**src/rtl/sram22_ctrl_pkg.sv**
```systemverilog
// Shared types and constants for the SRAM22 64x32 port arbiter.
// Port and FSM encodings are shared by the arbiter, the top and the bench.
package sram22_ctrl_pkg;

    typedef enum logic {
        PORT_A = 1'b0,
        PORT_B = 1'b1
    } port_e;

    typedef enum logic {
        CLEAR = 1'b0,
        RUN   = 1'b1
    } state_e;

    localparam int SRAM_DEPTH = 64;

endpackage

```
**src/rtl/sram22_rr_arb2.sv**
```systemverilog
// Two-input round-robin arbiter with a one-hot grant (bit 0 = A, bit 1 = B).
// The prio pointer moves to the losing side after every grant and holds otherwise.
module sram22_rr_arb2
    import sram22_ctrl_pkg::*;
(
    input  logic       clk,
    input  logic       rst,
    input  logic       enable,
    input  logic       a_valid,
    input  logic       b_valid,
    output logic [1:0] grant,
    output port_e      prio
);

    always_comb begin
        grant = 2'b00;
        if (enable) begin
            if (a_valid && b_valid) begin
                grant = (prio == PORT_A) ? 2'b01 : 2'b10;
            end else begin
                grant = {b_valid, a_valid};
            end
        end
    end

    always_ff @(posedge clk or posedge rst) begin
        if (rst) begin
            prio <= PORT_A;
        end else if (grant[0]) begin
            prio <= PORT_B;
        end else if (grant[1]) begin
            prio <= PORT_A;
        end
    end

endmodule

```
**src/rtl/sram22_64x32_port_arbiter.sv**
```systemverilog
// Two-requester controller for the single-port SRAM22 64x32 macro: zero-fill
// after reset, round-robin sharing of the one access per cycle, read routing.
module sram22_64x32_port_arbiter
    import sram22_ctrl_pkg::*;
#(
    parameter int ADDR_WIDTH     = 6,
    parameter int DATA_WIDTH     = 32,
    parameter int CLEAR_ON_RESET = 1
) (
    input  logic                  clk,
    input  logic                  rst,
    input  logic                  a_req_valid,
    output logic                  a_req_ready,
    input  logic                  a_req_we,
    input  logic [ADDR_WIDTH-1:0] a_req_addr,
    input  logic [DATA_WIDTH-1:0] a_req_wdata,
    input  logic                  b_req_valid,
    output logic                  b_req_ready,
    input  logic                  b_req_we,
    input  logic [ADDR_WIDTH-1:0] b_req_addr,
    input  logic [DATA_WIDTH-1:0] b_req_wdata,
    output logic                  a_rsp_valid,
    output logic [DATA_WIDTH-1:0] a_rsp_rdata,
    output logic                  b_rsp_valid,
    output logic [DATA_WIDTH-1:0] b_rsp_rdata,
    output logic                  init_done,
    output logic                  sram_we,
    output logic                  sram_wmask,
    output logic [ADDR_WIDTH-1:0] sram_addr,
    output logic [DATA_WIDTH-1:0] sram_din,
    input  logic [DATA_WIDTH-1:0] sram_dout
);

    localparam logic [ADDR_WIDTH-1:0] LAST_ADDR = {ADDR_WIDTH{1'b1}};
    localparam logic                  DO_CLEAR  = (CLEAR_ON_RESET != 0);

    state_e                  state;
    logic [ADDR_WIDTH-1:0]   clr_addr;
    logic [1:0]              grant;
    port_e                   prio;
    logic                    s1_valid;
    port_e                   s1_port;
    logic                    grant_read;

    sram22_rr_arb2 u_arb (
        .clk     (clk),
        .rst     (rst),
        .enable  (state == RUN),
        .a_valid (a_req_valid),
        .b_valid (b_req_valid),
        .grant   (grant),
        .prio    (prio)
    );

    assign a_req_ready = grant[0];
    assign b_req_ready = grant[1];
    assign grant_read  = (grant[0] && !a_req_we) || (grant[1] && !b_req_we);

    // Without zero-fill CLEAR is left on the first edge after reset.
    always_ff @(posedge clk or posedge rst) begin
        if (rst) begin
            state     <= CLEAR;
            clr_addr  <= '0;
            init_done <= 1'b0;
        end else begin
            init_done <= (state == RUN);
            case (state)
                CLEAR: begin
                    if (!DO_CLEAR || clr_addr == LAST_ADDR) begin
                        state <= RUN;
                    end else begin
                        clr_addr <= clr_addr + 1'b1;
                    end
                end
                RUN: state <= RUN;
                default: state <= CLEAR;
            endcase
        end
    end

    // Macro drive; idle cycles issue a harmless read of address 0.
    always_comb begin
        sram_we    = 1'b0;
        sram_wmask = 1'b0;
        sram_addr  = '0;
        sram_din   = '0;
        if (!rst) begin
            if (state == CLEAR) begin
                if (DO_CLEAR) begin
                    sram_we    = 1'b1;
                    sram_wmask = 1'b1;
                    sram_addr  = clr_addr;
                end
            end else if (grant[0]) begin
                sram_we    = a_req_we;
                sram_wmask = a_req_we;
                sram_addr  = a_req_addr;
                sram_din   = a_req_wdata;
            end else if (grant[1]) begin
                sram_we    = b_req_we;
                sram_wmask = b_req_we;
                sram_addr  = b_req_addr;
                sram_din   = b_req_wdata;
            end
        end
    end

    // Only reads enter stage 1, so write-cycle macro output is never captured.
    always_ff @(posedge clk or posedge rst) begin
        if (rst) begin
            s1_valid    <= 1'b0;
            s1_port     <= PORT_A;
            a_rsp_valid <= 1'b0;
            b_rsp_valid <= 1'b0;
            a_rsp_rdata <= '0;
            b_rsp_rdata <= '0;
        end else begin
            s1_valid    <= grant_read;
            s1_port     <= grant[1] ? PORT_B : PORT_A;
            a_rsp_valid <= s1_valid && (s1_port == PORT_A);
            b_rsp_valid <= s1_valid && (s1_port == PORT_B);
            if (s1_valid && s1_port == PORT_A) begin
                a_rsp_rdata <= sram_dout;
            end
            if (s1_valid && s1_port == PORT_B) begin
                b_rsp_rdata <= sram_dout;
            end
        end
    end

endmodule

```
**config.mk**
```make
export PLATFORM = sky130hd
export DESIGN_NAME = sram22_64x32_port_arbiter
export DESIGN_NICKNAME = d
export VERILOG_FILES = /design/src/rtl/sram22_ctrl_pkg.sv /design/src/rtl/sram22_rr_arb2.sv /design/src/rtl/sram22_64x32_port_arbiter.sv
export SDC_FILE = /design/constraint.sdc
export NUM_CORES = 1
export LEC_CHECK = 0
export ABC_AREA = 1
export BUFFER_PORTS_ARGS = -buffer_cell sky130_fd_sc_hd__clkbuf_2
export CAP_MARGIN = 20
export CORE_MARGIN = 3
export CORE_UTILIZATION = 39
export DETAILED_ROUTE_END_ITERATION = 8
export GPL_TIMING_DRIVEN = 1
export PLACE_DENSITY = 0.82
export SLEW_MARGIN = 20
export SYNTH_ARGS = -nofsm -noshare
export SYNTH_HDL_FRONTEND = slang
export SYNTH_SLANG_ARGS = --single-unit
```
**constraint.sdc**
```tcl
create_clock -name clk -period 3 [get_ports clk]
set_input_delay 0.3 -clock clk [delete_from_list [all_inputs] [get_ports clk]]
set_output_delay 0.3 -clock clk [all_outputs]
set_load 0.03 [all_outputs]
```
==> results of run 1 <==
==> cell usage in the layout (no fill, tap or decap) <==
cell	Yosys	final
xnor2_1	1	1
clkbuf_2	0	222
inv_1	51	51
nand4_1	1	1
clkinv_2	0	2
bufinv_16	0	2
nor2_1	4	4
ha_1	1	1
nand2_4	0	1
clkinv_4	0	1
o21ai_1	1	1
a21oi_4	1	1
clkbuf_8	0	9
inv_6	0	1
a21oi_2	7	7
dfrtp_1	77	77
xor2_1	1	1
inv_8	0	2
nand3_1	9	9
nor2_4	1	1
a21oi_1	25	25
clkinv_1	2	1
nand2_2	2	2
inv_2	1	1
buf_4	1	3
nand2_1	178	177
o21ai_0	67	67
==> logic make-up after synthesis <==
group / count (synthesis)
AND/OR/NAND/NOR: 195
AO/OA/AOI/OAI: 101
buffers and inverters: 80
flip-flops: 77
XOR/XNOR: 2
adder cells (fa/ha/maj): 1
==> final cells by class <==
class,instances,area [sq um]
sequential,77,1930
timing repair buffer,225,1130
clock inverter,7,105
fill,815,3920
tap,108,135
multi-input combinational,299,1340
inverter,54,204
clock buffer,9,124
==> sequential cells by signal (all words and copies together) (netlist names) <==
signal,count
a_rsp_rdata,32
b_rsp_rdata,32
clr_addr,6
a_rsp_valid,1
b_rsp_valid,1
init_done,1
s1_port,1
s1_valid,1
state,1
u_arb.prio,1
==> power breakdown <==
part	leakage [nW]	internal, W	switching, W
logic	1.99	0.0000599	0.0000729
registers	0.722	0.00104	0
clock network	0.118	0.000483	0.000420
total	2.83	0.00158	0.000493
==> routing by layer <==
| layer | global-route usage | up-vias | share of wire |
|---|---|---|---|
| met5 | 0 | - | 0 |
| met4 | 0.0434 | 0 | 0.0089 |
| met3 | 0.0467 | 9 | 0.074 |
| met2 | 0.334 | 160 | 0.50 |
| met1 | 0.228 | 1673 | 0.42 |
| li1 | - | 1836 | - |
==> critical path: stages, from the launching register on <==
cell and delay, ps:
dfrtp_1 440, nand2_1 120, nor2_4 660, nand2_1 160, a21oi_2 190, clkbuf_2 240
==> final timing paths <==
path | from | end | slack [ps] | cells after the start
hold reg to reg | state$_DFF_PP0_ | init_done$_DFF_PP0_ | 490 | 0
max in group asynchronous | rst | a_rsp_rdata[8]$_DFFE_PP0P_ | 1840 | 3
setup reg to reg | state$_DFF_PP0_ | s1_valid$_DFF_PP0_ | 1380 | 4
min in group asynchronous | rst | b_rsp_rdata[2]$_DFFE_PP0P_ | 320 | 2
hold / removal | a_req_we | s1_valid$_DFF_PP0_ | 160 | 2
setup / recovery | state$_DFF_PP0_ | sram_din[25] | 540 | 5
==> through the flow <==
stage	setup slack (ps)	area (sq um)	cells	utilization
after detailed placement	879	4730	763	0.532
after floorplan	801	3640	456	-
after CTS	492	4960	779	0.558
final	543	4970	779	0.559
after global routing	317	4970	779	0.559
after global placement	940	4730	763	0.532
==> results_dict.tcl, run 1 <==
set metrics [dict create \
    synth_simple_gate_area_share 0.209 \
    ant_nets 0 \
    syn_area_per_cell_sq_um 7.97 \
    layout-drive-gt1-share 0.380 \
    synth_top_family_by_area "simple AND/OR/NAND/NOR gates" \
    period_share 0.819 \
    ys_ff_latch 77 \
    netlist.top_cell.by_area "dfrtp_1" \
    drt-wirelength-per-cell_um 13.1 \
    cts_tree "done" \
    crit_fanout 41 \
    seq_area_frac_synth 0.530 \
    cap_violations 0 \
    drt_first_pass_iters 4 \
    whs_ps 165 \
    grt_max_degree 66 \
    peakVddDrop_uv 268 \
    antenna_found_initial 0 \
    worstSkewPairLatency_ps 350 \
    root_buffer "clkbuf_8" \
    yosysMostFrequentCell "nand2_1" \
    routed_via_density 4.72 \
    die-area_sq_um 10500 \
    criticalPathCategory "register to primary output" \
    synthMuxAreaShare 0 \
    fp-row-count 34 \
    drt-initial-drc-count 118 \
    drc_errors 0 \
    finalWeightedCongestion 0.860 \
    required_ps 2700 \
    pin_count 223 \
    synth_xor_area_frac 0.00482 \
    cts_max_path_buffers 2 \
    synthFlopType "dfrtp_1" \
    die_h_um 103 \
    crit_arrival_ps 2160 \
    yosys_warnings 0 \
    synthTopCellsByArea "dfrtp_1 53%, nand2_1 18%, o21ai_0 9.2%" \
    synth_fa_ha_area_frac 0.00344 \
    synth-edff-count 0 \
    port_buffers 222 \
    grt_pass1_wl_mm 15.6 \
    hold_violations 0 \
    critPathCaptureType "primary output" \
    cts.sinks 77 \
    grt_pass1_vias 3440 \
    drv_slew 0 \
    slew_headroom 0.380 \
    track_usage 0.187 \
    grt_overflow 0 \
    setup_tns_ps 0 \
    wl_mm 10.2 \
    run_status "finished clean" \
    rsz0062_at_grt "no" \
    diodes 0 \
    cts-buffers-inserted 9 \
    synth_nets 571 \
    skew_ps 11.0 \
    mappedNetlistArea_sq_um 3630 \
    cts-resized-gates 0 \
    hpwl_mm 7.86 \
    netlist.area_leader.share 0.530 \
    ys_async_sr_fraction 1.00 \
    post_cts.repair.setup_buffers 0 \
    start_kind "register" \
    synth_common_cells "178 x nand2_1, 77 x dfrtp_1, 67 x o21ai_0" \
    area_growth_pct 36.7 \
    core_region_area_sq_um 8890 \
    synth_compound_area_frac 0.149 \
    fp.dieW_um 103 \
    fmax_ghz 0.407 \
    htree_levels 3 \
    hold_path_class "primary input to register" \
    setup_viol 0 \
    total_power_w 0.00207 \
    postSynthCellCount 456 \
    clk_pin_slew_ps 80 \
    start_util 0.409 \
    fin_crit_ps 2460 \
    ys_types 22 \
    worst_slew_pin_slew_ps 930 \
    holdBufCountCts 0 \
    num_vias 3678 \
    p_per_area_nw_per_um2 417 \
    p_leak_nw 2.83 \
    nets 781 \
]
(Power assumes the default switching activity.)
==> run 2, diff against run 1 <==
--- a/config.mk
+++ b/config.mk
@@ -5,14 +5,14 @@
 export SDC_FILE = /design/constraint.sdc
 export NUM_CORES = 1
 export LEC_CHECK = 0
-export ABC_AREA = 1
+export ABC_AREA = 0
 export BUFFER_PORTS_ARGS = -buffer_cell sky130_fd_sc_hd__clkbuf_2
 export CAP_MARGIN = 20
 export CORE_MARGIN = 3
-export CORE_UTILIZATION = 39
+export CORE_UTILIZATION = 42
 export DETAILED_ROUTE_END_ITERATION = 8
 export GPL_TIMING_DRIVEN = 1
-export PLACE_DENSITY = 0.82
+export PLACE_DENSITY = 0.85
 export SLEW_MARGIN = 20
 export SYNTH_ARGS = -nofsm -noshare
 export SYNTH_HDL_FRONTEND = slang
==> constraint.sdc (replaced) <==
create_clock -name clk -period 2.5 [get_ports clk]
set_input_delay 0.25 -clock clk [delete_from_list [all_inputs] [get_ports clk]]
set_output_delay 0.25 -clock clk [all_outputs]
set_load 0.03 [all_outputs]
==> run 2 against run 1 <==
  * Global-route usage increased by 2.1 points
  * Utilization increased by 8.6 points
  * Largest power group unchanged
  * Sequential share of layout area shrank 0.73 points
  * Register-to-register slack got worse by 400 ps
  * Worst hold slack worse by 43 ps
==> results_dict.tcl, run 2 <==
set metrics [dict create \
    run_status "finished clean" \
    start_kind "register" \
    p_leak_nw 2.69 \
    num_vias 2896 \
    p_per_area_nw_per_um2 515 \
    finalWeightedCongestion 0.839 \
    drc_errors 0 \
    nFillCells 614 \
    fin_crit_ps 2250 \
    ant_nets 0 \
    worstSkewPairLatency_ps 330 \
    synth_common_cells "77 x dfrtp_1, 67 x mux2_2, 32 x a22o_1" \
    critPathCaptureType "primary output" \
    yosysMostFrequentCell "dfrtp_1" \
    syn_area_per_cell_sq_um 13.7 \
    synth_simple_gate_area_share 0.0392 \
    multiInputGateArea_sq_um 1640 \
    hold_path_startpoint "b_req_we" \
    ys_ff_latch 77 \
    grt_pass1_vias 3069 \
    crit_fanout 32 \
    fp-row-count 32 \
    clk_pin_slew_ps 80 \
    min_path_cells 2 \
    skew_ps 9.42 \
    synth_nets 366 \
    hold_path_class "primary input to register" \
    cts-buffers-inserted 9 \
    fp.dieW_um 96.6 \
    mappedNetlistArea_sq_um 3450 \
    antenna_found_initial 0 \
    seq_area_frac_synth 0.559 \
    synthFlopType "dfrtp_1" \
    ff_latch_area_sq_um 1930 \
    use_met1 0.268 \
    pin_count 223 \
    synth-edff-count 0 \
    grt_pass1_wl_mm 15.9 \
    wl_mm 9.68 \
    cts_max_path_buffers 2 \
    cap_violations 0 \
    r2r-start "clr_addr[0]$_DFFE_PP0P_" \
    layout-drive-gt1-share 0.736 \
    cts_tree "done" \
    die_h_um 96.6 \
    start_util 0.440 \
    synth_xor_area_frac 0.00254 \
    netlist.top_cell.by_area "dfrtp_1" \
    area_growth_pct 46.8 \
    peakVddDrop_uv 291 \
    grtUsageMet3 0.0490 \
    setup_viol 0 \
    worst_slew_pin_slew_ps 948 \
    mostFrequentLayoutCells "222 x clkbuf_2, 77 x dfrtp_1, 67 x mux2_2, 30 x a22o_4, 10 x clkbuf_8" \
    rsz0062_at_grt "no" \
    hold_violations 0 \
    drt-initial-drc-count 68 \
    nets 585 \
    design_area_sq_um 5060 \
    diodes 0 \
    synthMuxAreaShare 0.219 \
    die-area_sq_um 9340 \
    critPathLaunch "u_arb.prio$_DFFE_PP0P_" \
    htree_levels 3 \
    busiest_layer "met2" \
    post_cts.repair.setup_buffers 0 \
    crit_arrival_ps 2000 \
    netlist.area_leader.share 0.559 \
    grt_max_degree 78 \
    synthTopCellsByArea "dfrtp_1 56%, mux2_2 22%, a22o_1 8.1%" \
    synth_top_family_by_area "multiplexers" \
    synth_fa_ha_area_frac 0.00363 \
    root_buffer "clkbuf_8" \
    drv_slew 0 \
    period_share 0.901 \
    reg_top3 "a_rsp_rdata (32), b_rsp_rdata (32), clr_addr (6)" \
    ys_async_sr_fraction 1.00 \
    placed_cells 561 \
    drt_first_pass_iters 4 \
    hpwl_mm 7.72 \
    drt-wirelength-per-cell_um 16.8 \
    required_ps 2250 \
    ys_types 31 \
    yosys_warnings 0 \
    fin_util 0.645 \
    grt_use_met2 0.356 \
    fin_cells 576 \
    cts-resized-gates 0 \
    final_common_cell "clkbuf_2" \
    cts.sinks 77 \
    track_usage 0.209 \
    reg2regPathDepth 4 \
    grt_overflow 0 \
    setup_tns_ps 0 \
    core_region_area_sq_um 7850 \
    routed_via_density 5.03 \
    port_buffers 222 \
    fmax_ghz 0.444 \
    place_area_sq_um 4890 \
    synth_compound_area_frac 0.133 \
    total_power_w 0.00260 \
    holdBufCountCts 0 \
    slew_headroom 0.368 \
    criticalPathCategory "register to primary output" \
    postSynthCellCount 251 \
]
run 2: cells by family after synthesis:
kind of cell / after synthesis
mux: 67
xor+xnor: 1
flops: 77
compound gates: 56
buf+inv: 26
simple gates: 23
fa+ha+maj: 1
run 2: power by group:
| part | leakage, nW | total, W | internal, W | switching [W] |
|---|---|---|---|---|
| sequential | 0.913 | 0.00135 | 0.00131 | 0.0000347 |
| clock | 0.0885 | 0.000824 | 0.000384 | 0.000440 |
| combinational | 1.69 | 0.000436 | 0.000162 | 0.000274 |
run 2: layer usage:
metal	vias to the layer above	routed length (um)
met3	14	515
met5	-	0
met1	1402	4070
met2	106	4970
li1	1374	-
met4	0	118
run 2: worst paths after layout:
kind                                                    end  slack (ps)
worst max-delay path                            sram_din[4]         250
worst min-delay path                     s1_valid$_DFF_PP0_         120
worst max register to register      clr_addr[1]$_DFFE_PP0P_         980
worst min register to register   a_rsp_rdata[2]$_DFFE_PP0P_         510
max in group asynchronous       b_rsp_rdata[14]$_DFFE_PP0P_        1500
min in group asynchronous            u_arb.prio$_DFFE_PP0P_         360
run 2: worst max-delay path, stage by stage (launching register included):
cell	delay, ps
dfrtp_1	420
nand2b_4	200
and4_4	590
a22o_4	220
clkbuf_2	210
run 2: per-stage QoR:
step / hold slack, ps / setup WS (ps)
2_1_floorplan: 341 / -241
3_3_place_gp: 467 / 695
3_5_place_dp: 468 / 626
4_1_cts: 102 / 251
5_1_grt: 105 / 163
6_report: 121 / 246
run 2: final cells by class:
type | count | share of cell area
Inverter | 6 | 0.00519
Multi-Input combinational cell | 148 | 0.324
Clock inverter | 5 | 0.00692
Clock buffer | 10 | 0.0272
Sequential cell | 77 | 0.381
Tap cell | 102 | 0.0252
Timing Repair Buffer | 228 | 0.231
==> run 3, diff against run 2 <==
--- a/config.mk
+++ b/config.mk
@@ -9,11 +9,12 @@
 export BUFFER_PORTS_ARGS = -buffer_cell sky130_fd_sc_hd__clkbuf_2
 export CAP_MARGIN = 20
 export CORE_MARGIN = 3
-export CORE_UTILIZATION = 42
+export CORE_UTILIZATION = 43
 export DETAILED_ROUTE_END_ITERATION = 8
 export GPL_TIMING_DRIVEN = 1
-export PLACE_DENSITY = 0.85
+export PLACE_DENSITY = 0.86
 export SLEW_MARGIN = 20
 export SYNTH_ARGS = -nofsm -noshare
 export SYNTH_HDL_FRONTEND = slang
+export SYNTH_HIERARCHICAL = 1
 export SYNTH_SLANG_ARGS = --single-unit
==> run 3 against run 2 <==
  * Sequential power hardly changed
  * First-iteration DRC count rose by 29%
  * Worst hold slack improved by 11 ps
  * Utilization fell by 1.8 points
  * Largest cell class unchanged
  * Combinational power fell by 17%
  * Sequential share of layout area rose by 1.1 points
  * Critical endpoint is now sram_din[10]
  * Clock power grew 4.2%
  * Clock-buffer cell count unchanged
==> results_dict.tcl, run 3 <==
set metrics [dict create \
    hold_path_startpoint "sram_dout[0]" \
    ys_types 34 \
    syn_area_per_cell_sq_um 12.3 \
    hpwl_mm 8.87 \
    drc_errors 0 \
    die-area_sq_um 9310 \
    skew_ps 13.3 \
    synth_nets 402 \
    synth-edff-count 0 \
    reg_top3 "a_rsp_rdata (32), b_rsp_rdata (32), clr_addr (6)" \
    fin_crit_ps 2380 \
    drt_first_pass_iters 4 \
    track_usage 0.235 \
    synthFlopType "dfrtp_1" \
    pin_count 223 \
    core_region_area_sq_um 7850 \
    fp-row-count 32 \
    netlist.area_leader.share 0.547 \
    routed_via_density 5.26 \
    required_ps 2250 \
    criticalPathCategory "register to primary output" \
    layout-drive-gt1-share 0.623 \
    hold_violations 0 \
    ys_async_sr_fraction 1.00 \
    start_kind "register" \
    num_vias 3231 \
    die_h_um 96.5 \
    post_cts.repair.setup_buffers 0 \
    drt-initial-drc-count 88 \
    p_per_area_nw_per_um2 517 \
    fp.dieW_um 96.5 \
    nFillCells 653 \
    crit_fanout 32 \
    nets 622 \
    peakVddDrop_uv 221 \
    fmax_ghz 0.421 \
    start_util 0.449 \
    period_share 0.950 \
    mappedNetlistArea_sq_um 3520 \
    reg2regPathDepth 3 \
    area_growth_pct 39.8 \
    p_leak_nw 2.45 \
    critPathCaptureType "primary output" \
    port_buffers 222 \
    grt_pass1_wl_mm 16.2 \
    setup_viol 0 \
    grt_max_degree 77 \
    root_buffer "clkbuf_8" \
    slew_headroom 0.374 \
    run_status "finished clean" \
    r2r-start "s1_valid$_DFF_PP0_" \
    clk_pin_slew_ps 80 \
    drv_slew 0 \
    cts_tree "done" \
    cts.sinks 77 \
    mostFrequentLayoutCells "222 x clkbuf_2, 77 x dfrtp_1, 63 x mux2_2, 39 x nor2_1, 38 x a22oi_1" \
    wl_mm 11.1 \
    hold_path_class "primary input to register" \
    seq_area_frac_synth 0.547 \
    grt_overflow 0 \
    synthTopCellsByArea "dfrtp_1 55%, mux2_2 20%, a22oi_1 8.1%" \
    ant_nets 0 \
    postSynthCellCount 287 \
    worst_slew_pin_slew_ps 939 \
    cap_violations 0 \
    worstSkewPairLatency_ps 350 \
    cts-buffers-inserted 9 \
    critPathLaunch "u_arb/prio$_DFFE_PP0P_" \
    synth_common_cells "77 x dfrtp_1, 63 x mux2_2, 39 x nor2_1" \
    setup_tns_ps 0 \
    crit_arrival_ps 2130 \
    drt-wirelength-per-cell_um 18.1 \
    design_area_sq_um 4920 \
    netlist.top_cell.by_area "dfrtp_1" \
    finalWeightedCongestion 0.964 \
    diodes 0 \
    grt_pass1_vias 3308 \
    htree_levels 3 \
    cts_max_path_buffers 2 \
    yosysMostFrequentCell "dfrtp_1" \
    final_common_cell "clkbuf_2" \
    min_path_cells 2 \
    antenna_found_initial 0 \
    place_area_sq_um 4720 \
    yosys_warnings 6 \
    ys_ff_latch 77 \
]
-- run 3: cell count changes after synthesis, sizes merged, moves of 3 or more --
| cell | change |
|---|---|
| a32oi | -6 |
| a22oi | +38 |
| nand2b | -4 |
| inv | +3 |
| nand2 | +3 |
| a22o | -32 |
| clkbuf | +4 |
| nor2 | +31 |
-- run 3: per-stage QoR --
| step | hold slack (ps) | util | setup WS, ps | std cells | power (W) |
|---|---|---|---|---|---|
| global route | 115 | 0.628 | -5.30 | 614 | 0.00267 |
| global placement | 187 | 0.601 | 483 | 597 | 0.00170 |
| detailed placement | 196 | 0.601 | 340 | 597 | 0.00172 |
| floorplan | -21.3 | - | 83.4 | 287 | 0.00153 |
| finish | 133 | 0.628 | 125 | 614 | 0.00255 |
| CTS | 107 | 0.626 | 31.0 | 614 | 0.00257 |
-- run 3: path summary, 6_finish.rpt --
kind	endpoint	slack, ps
setup / recovery	sram_din[10]	120
hold / removal	a_rsp_rdata[0]$_DFFE_PP0P_	130
setup reg to reg	b_rsp_rdata[18]$_DFFE_PP0P_	1020
hold reg to reg	a_rsp_rdata[0]$_DFFE_PP0P_	510
max in group asynchronous	a_rsp_rdata[12]$_DFFE_PP0P_	990
min in group asynchronous	u_arb/prio$_DFFE_PP0P_	400
-- run 3: power by group --
| group | switching [W] | internal, W | total [W] |
|---|---|---|---|
| Combinational | 0.000222 | 0.000140 | 0.000362 |
| Clock | 0.000465 | 0.000394 | 0.000859 |
| Sequential | 0.0000278 | 0.00130 | 0.00132 |
| Total | 0.000715 | 0.00183 | 0.00255 |
-- run 3: area by class of cell --
class / instances / area [sq um] / area share
Tap cell: 102 / 128 / 0.0259
Clock buffer: 10 / 138 / 0.0279
Timing Repair Buffer: 231 / 1200 / 0.244
Multi-Input combinational cell: 179 / 1450 / 0.294
Clock inverter: 6 / 45.0 / 0.00915
Sequential cell: 77 / 1930 / 0.391
Inverter: 9 / 37.5 / 0.00762
-- run 3: logic make-up (layout without fill, tap and decap cells) --
logic type | count (synthesis) | count (layout) | share of synthesized area
muxes | 65 | 65 | 0.209
AOI/OAI and AO/OA | 55 | 55 | 0.117
buffers and inverters | 31 | 256 | 0.0480
DFF | 77 | 77 | 0.547
adders and majority gates | 1 | 1 | 0.00355
and+or+nand+nor | 57 | 57 | 0.0728
xor gates and xnor gates | 1 | 1 | 0.00249
-- run 3: metal layers --
metal,global-route usage,routed length (um),vias up
met3,0.0620,963,29
li1,-,-,1469
met5,0,0,-
met4,0.129,505,0
met2,0.440,5900,179
met1,0.234,3720,1554
-- run 3: repair_timing --
| action | in CTS | in global routing |
|---|---|---|
| hold buffers | 1 | 0 |
| resized for setup | 1 | 2 |
| endpoints found under the setup margin | 3 | 33 |
| hold endpoints to repair | 1 | 0 |
-- run 3: worst max-delay path, stage by stage (launching register included) --
cell and delay [ps]:
dfrtp_1 410, inv_1 100, a21oi_2 180, nor2b_4 270, buf_6 270, a22oi_1 150
nor2_1 160, clkbuf_2 230
